===== src/rtl/ser_load_pkg.sv =====
// Shared types and constants for the serial-to-parallel loader.
// SER_LOAD_PARITY_EN adds the PAR state and the even-parity check.
package ser_load_pkg;

    localparam int DATA_W      = 3;
    localparam int TIMEOUT_DEF = 15;
    localparam int TMO_W       = 8;

`ifdef SER_LOAD_PARITY_EN
    typedef enum logic [1:0] {
        ST_IDLE  = 2'd0,
        ST_SHIFT = 2'd1,
        ST_PAR   = 2'd2,
        ST_LOAD  = 2'd3
    } state_e;

    function automatic logic even_par(input logic [DATA_W-1:0] w);
        return ^w;
    endfunction
`else
    typedef enum logic [1:0] {
        ST_IDLE  = 2'd0,
        ST_SHIFT = 2'd1,
        ST_LOAD  = 2'd3
    } state_e;
`endif

endpackage


===== src/rtl/ser_load_tmo_cnt.sv =====
// Inter-bit idle counter; expired flags the idle cycle that makes the count reach TIMEOUT.
// Combinational expired (same cycle as inc); no backpressure.
module tmo_cnt
    import ser_load_pkg::*;
#(
    parameter int TIMEOUT = TIMEOUT_DEF
) (
    input  logic CLK,
    input  logic RST,
    input  logic clr,
    input  logic inc,
    output logic expired
);

    logic [TMO_W-1:0] cnt_q, cnt_d;

    assign expired = inc && (cnt_q == TMO_W'(TIMEOUT - 1));

    always_comb begin
        cnt_d = cnt_q;
        if (clr) begin
            cnt_d = '0;
        end else if (inc) begin
            cnt_d = cnt_q + 8'd1;
        end
    end

    always_ff @(posedge CLK) begin
        if (RST) begin
            cnt_q <= '0;
        end else begin
            cnt_q <= cnt_d;
        end
    end

endmodule


===== src/rtl/ser_load.sv =====
// Serial MSB-first loader into a 3-bit register; optional parity via SER_LOAD_PARITY_EN.
// EN_OUT one cycle after the final frame bit; no backpressure, idle gaps >= TIMEOUT abort with ERR.
module ser_load
    import ser_load_pkg::*;
#(
    parameter int TIMEOUT = TIMEOUT_DEF
) (
    input  logic              CLK,
    input  logic              RST,
    input  logic              START,
    input  logic              SIN,
    input  logic              SVALID,
    output logic [DATA_W-1:0] D_OUT,
    output logic              EN_OUT,
    output logic              BUSY,
    output logic              ERR
);

    state_e            state_q, state_d;
    logic [DATA_W-1:0] sh_q, sh_d;
    logic [DATA_W-1:0] dout_q, dout_d;
    logic [1:0]        bcnt_q, bcnt_d;
    logic              err_q, err_d;
    logic              tmo_active, tmo_clr, tmo_inc, tmo_exp;

`ifdef SER_LOAD_PARITY_EN
    assign tmo_active = (state_q == ST_SHIFT) || (state_q == ST_PAR);
`else
    assign tmo_active = (state_q == ST_SHIFT);
`endif
    assign tmo_inc = tmo_active && !SVALID;
    assign tmo_clr = !tmo_active || SVALID;

    tmo_cnt #(
        .TIMEOUT (TIMEOUT)
    ) u_tmo (
        .CLK     (CLK),
        .RST     (RST),
        .clr     (tmo_clr),
        .inc     (tmo_inc),
        .expired (tmo_exp)
    );

    // D_OUT is loaded on the edge entering LOAD so it is valid while EN_OUT is high.
    always_comb begin
        state_d = state_q;
        sh_d    = sh_q;
        dout_d  = dout_q;
        bcnt_d  = bcnt_q;
        err_d   = 1'b0;
        case (state_q)
            ST_IDLE: begin
                if (START) begin
                    state_d = ST_SHIFT;
                    bcnt_d  = '0;
                    sh_d    = '0;
                end
            end
            ST_SHIFT: begin
                if (tmo_exp) begin
                    state_d = ST_IDLE;
                    err_d   = 1'b1;
                end else if (SVALID) begin
                    sh_d   = DATA_W'({sh_q, SIN});
                    bcnt_d = bcnt_q + 2'd1;
                    if (bcnt_q == 2'(DATA_W - 1)) begin
`ifdef SER_LOAD_PARITY_EN
                        state_d = ST_PAR;
`else
                        state_d = ST_LOAD;
                        dout_d  = DATA_W'({sh_q, SIN});
`endif
                    end
                end
            end
`ifdef SER_LOAD_PARITY_EN
            ST_PAR: begin
                if (tmo_exp) begin
                    state_d = ST_IDLE;
                    err_d   = 1'b1;
                end else if (SVALID) begin
                    if (SIN == even_par(sh_q)) begin
                        state_d = ST_LOAD;
                        dout_d  = sh_q;
                    end else begin
                        state_d = ST_IDLE;
                        err_d   = 1'b1;
                    end
                end
            end
`endif
            ST_LOAD: begin
                state_d = ST_IDLE;
            end
            default: begin
                state_d = ST_IDLE;
            end
        endcase
    end

    always_ff @(posedge CLK) begin
        if (RST) begin
            state_q <= ST_IDLE;
            sh_q    <= '0;
            dout_q  <= '0;
            bcnt_q  <= '0;
            err_q   <= 1'b0;
        end else begin
            state_q <= state_d;
            sh_q    <= sh_d;
            dout_q  <= dout_d;
            bcnt_q  <= bcnt_d;
            err_q   <= err_d;
        end
    end

    assign D_OUT  = dout_q;
    assign EN_OUT = (state_q == ST_LOAD);
    assign BUSY   = (state_q != ST_IDLE);
    assign ERR    = err_q;

endmodule


===== config.mk =====
export PLATFORM = sky130hd
export DESIGN_NAME = ser_load
export DESIGN_NICKNAME = d
export VERILOG_FILES = /design/src/rtl/ser_load_pkg.sv /design/src/rtl/ser_load_tmo_cnt.sv /design/src/rtl/ser_load.sv
export SDC_FILE = /design/constraint.sdc
export NUM_CORES = 1
export LEC_CHECK = 0
export BUFFER_PORTS_ARGS = -buffer_cell sky130_fd_sc_hd__buf_2
export CORE_MARGIN = 2
export CORE_UTILIZATION = 32
export DETAILED_ROUTE_END_ITERATION = 16
export PLACE_DENSITY = 0.6
export SLEW_MARGIN = 20
export SYNTH_ARGS = -nofsm -noshare
export SYNTH_HDL_FRONTEND = slang
export SYNTH_HIERARCHICAL = 1
export SYNTH_SLANG_ARGS = --single-unit

===== constraint.sdc =====
create_clock -name CLK -period 2.47 [get_ports CLK]
set_input_delay 0.741 -clock CLK [delete_from_list [all_inputs] [get_ports CLK]]
set_output_delay 0.741 -clock CLK [all_outputs]
set_load 0.05 [all_outputs]

==> flow_metrics.py <==
metrics = {
    "sta": {
        "final-setup-viol-count": 0,
        "fin_tns_setup_ns": 0,
        "slew_limit_fails": 0,
        "fmax_ghz": 0.512,
        "timing.max_slew.rel_slack_pct": 73.4,
        "clock-skew-final_ns": 0.00488,
        "final_period_minus_worst_setup_slack_ns": 1.95,
        "min_period_over_period_pct": 79.1,
        "timing.final.hold_violations": 0,
        "grt_setup_unrepaired": "false",
        "tightest_slew_ns": 0.396,
    },
    "clock_tree": {
        "cts.sink_count": 18,
        "cts-root-to-sink-buffers": 2,
        "tritoncts_clock_tree": "built",
        "latest_clock_arrival_within_the_worst_skew_pair_ns": 0.28,
        "number_of_buffers_added_to_fix_hold_violations_after_cts": 0,
        "root_buffer": "sky130_fd_sc_hd__clkbuf_4",
        "htree_num_levels": 1,
        "cts_setup_buffers": 0,
        "clk_pin_slew_worst_paths_ns": 0.10,
        "numCtsBuffers": 3,
        "ctsResizeCount": 0,
    },
    "place": {
        "dpl_wire_length_mm": 1.05,
        "gp_congestion": 0.662,
        "place.port_buffers": 10,
        "placement.cell_area_sq_um": 910,
    },
    "worst_hold_path": {
        "timing.hold.worst.class": "register to register",
    },
    "logic_synthesis": {
        "post_synth_inst_count": 87,
        "synthDominantAreaCellType": "sky130_fd_sc_hd__dfxtp_1",
        "post_synth_instance_area_sq_um": 831,
        "synth.cells.most_frequent": "sky130_fd_sc_hd__dfxtp_1, sky130_fd_sc_hd__nand2b_1, sky130_fd_sc_hd__nor2_1",
        "async_reset_ff_share_pct": 0,
        "mappedNetlistNets": 95,
        "sequential_fraction_of_the_synthesis_area_pct": 43.4,
        "synthDominantCellAreaShare_pct": 43.4,
        "yosysMostFrequentCell": "sky130_fd_sc_hd__dfxtp_1",
        "yosys_warnings": 6,
        "number_of_enable_flip_flop_cells_after_synthesis": 0,
        "synth_seq_cells": 18,
        "syn_avg_cell_area_sq_um": 9.55,
        "synth_cell_types": 33,
        "synth_flop_cell": "sky130_fd_sc_hd__dfxtp_1",
        "yosys-top-cells-area": "sky130_fd_sc_hd__dfxtp_1, sky130_fd_sc_hd__nand2b_1, sky130_fd_sc_hd__ha_1",
    },
    "worst_setup_path": {
        "critical_path.cell_chain": "or2_2 > buf_2",
        "critPathTopFamily": "flip-flops",
        "buffer_and_inverter_count_on_the_worst_path": 1,
        "critPathRequiredTime_ns": 1.73,
        "critical_path_s_slowest_cell": "sky130_fd_sc_hd__dfxtp_1",
        "worstPathArrival_ns": 1.21,
        "crit_path_start_kind": "register",
        "cp_class": "register to primary output",
        "crit_fanout": 8,
        "max_stage_delay_ns": 0.39,
        "worstSetupEndpointType": "primary output",
    },
    "floorplanning": {
        "die_area_sq_um": 3020,
        "core_area_sq_um": 2480,
        "die_extent_in_y_microns": 55.0,
        "fp.dieW_microns": 55.0,
        "top_level_pins": 11,
        "num_rows": 18,
        "start_util_pct": 33.5,
    },
    "power": {
        "power_frac_clock_pct": 29.1,
        "comb_power_share_pct": 8.5,
        "switching_share_pct": 23.0,
        "cellInternalPower_w": 0.000367,
        "p_sw_w": 0.000110,
        "leakagePower_nw": 0.335,
        "worst_supply_voltage_drop_on_vdd_uv": 190,
        "power.density_nw_per_um2": 512,
        "share_seq_of_total_power_pct": 62.4,
    },
    "detailed_routing": {
        "met3_wirelength_microns": 52,
        "via_per_inst": 4.82,
        "topRoutingLayerUsed": "met4",
        "wirelength_mm": 1.39,
        "post_detailed_route_wirelength_per_cell_microns": 10.9,
        "dr.pass1.iters": 4,
        "detail_route.iter0.violations": 11,
        "route.detailed.drc": 0,
        "met1_length_microns": 711,
        "ant_nets": 0,
        "detailroute.wirelength.met2_microns": 617,
        "via_count": 617,
    },
    "cells_and_area": {
        "seq_area_sq_um": 360,
        "final_cell_area_sq_um": 932,
        "multiInputGateArea_sq_um": 439,
        "proportion_of_layout_cells_with_a_drive_suffix_above_1_pct": 23.5,
        "antennaDiodeCount": 0,
        "filler_cell_count": 270,
        "nets": 108,
        "layout_overhead_on_the_synthesized_area_pct": 12.2,
    },
    "global_route": {
        "grt_overflow": 0,
        "global_route.usage.total_pct": 11.4,
        "pin_count_of_the_biggest_net_entering_global_routing": 14,
        "first_global_vias": 582,
        "antenna_violations_before_repair": 0,
        "grt_first_pass_wirelength_mm": 2.46,
    },
    "run": {
        "max_cap_violations": 0,
    },
    "outcome": {
        "outcome": "finished, final reports clean",
    },
}
## tightest hold or removal path: stages (launching register included)
cell                       delay (ns)
sky130_fd_sc_hd__dfxtp_1         0.32
sky130_fd_sc_hd__nand2b_1        0.06
sky130_fd_sc_hd__mux2i_1         0.06
## cell type report
cell class | instances | area share [%]
Multi-Input combinational cell | 62 | 47.1
Sequential cell | 18 | 38.7
Tap cell | 30 | 4.03
Clock buffer | 3 | 2.42
Timing Repair Buffer | 11 | 6.17
Inverter | 4 | 1.61
## power groups by stage
stage / registers [W] / logic (W) / clock network [W]
floorplan: 0.000304 / 0.0000316 / 0
global placement: 0.000304 / 0.0000404 / 0
detailed placement: 0.000305 / 0.0000408 / 0
CTS: 0.000298 / 0.0000409 / 0.000149
global route: 0.000299 / 0.0000441 / 0.000158
finish: 0.000298 / 0.0000406 / 0.000139
## worst paths after layout
kind	startpoint	endpoint	slack, ns	depth (start not counted)
max	state_q[1]$_SDFFE_PP0P_	BUSY	0.52	2
min reg2reg	D_OUT[2]$_SDFFE_PP0P_	D_OUT[2]$_SDFFE_PP0P_	0.48	2
min	D_OUT[2]$_SDFFE_PP0P_	D_OUT[2]$_SDFFE_PP0P_	0.48	2
max reg2reg	state_q[0]$_SDFFE_PP0P_	D_OUT[0]$_SDFFE_PP0P_	0.62	6
## stage by stage
stage	setup WS [ns]	total power (W)	utilization (%)	hold WS, ns	instances
2_1_floorplan	0.341	0.000335	-	0.452	87
3_3_place_gp	0.293	0.000345	36.7	0.458	125
3_5_place_dp	0.219	0.000345	36.7	0.471	125
4_1_cts	0.502	0.000487	37.6	0.485	128
5_1_grt	0.332	0.000501	37.6	0.507	128
6_report	0.516	0.000477	37.6	0.480	128
## state kept, by name, summed over array words and instances (netlist names)
register	count
u_tmo/cnt_q	8
D_OUT	3
bcnt_q	2
sh_q	2
state_q	2
ERR	1
## cell usage in the layout (no fill, tap or decap), drive strengths merged
cell type  Yosys  routed
xor2           3       3
nor4b          1       1
nand4          3       3
mux2i          3       3
and2           2       2
nor4           1       1
nand2b         9       9
o32ai          1       1
or2            2       2
ha             3       3
nor3b          1       1
buf            2      11
nand2          4       4
o21ai          4       4
or3            3       3
a211oi         3       3
nand4b         1       1
nand3          2       2
nor3           1       1
and4bb         1       1
nand4bb        1       1
dfxtp         18      18
inv            4       4
nor2           7       7
xnor2          1       1
o22ai          2       2
clkbuf         1       3
a21oi          3       3
## cells by family after synthesis
group	Yosys count	synth area share (%)
AND/OR/NAND/NOR	39	30.0
XOR/XNOR	4	4.22
adder cells (fa/ha/maj)	3	4.52
flip-flops	18	43.4
buffers and inverters	7	3.76
multiplexers	3	3.61
AO/OA/AOI/OAI	13	10.5
## routing by layer
metal,vias to the layer above,global-route usage (%)
li1,329,-
met1,280,15.2
met2,6,16.5
met3,2,4.03
met4,0,4.88
met5,-,0
Power figures use the tool's default switching activity.
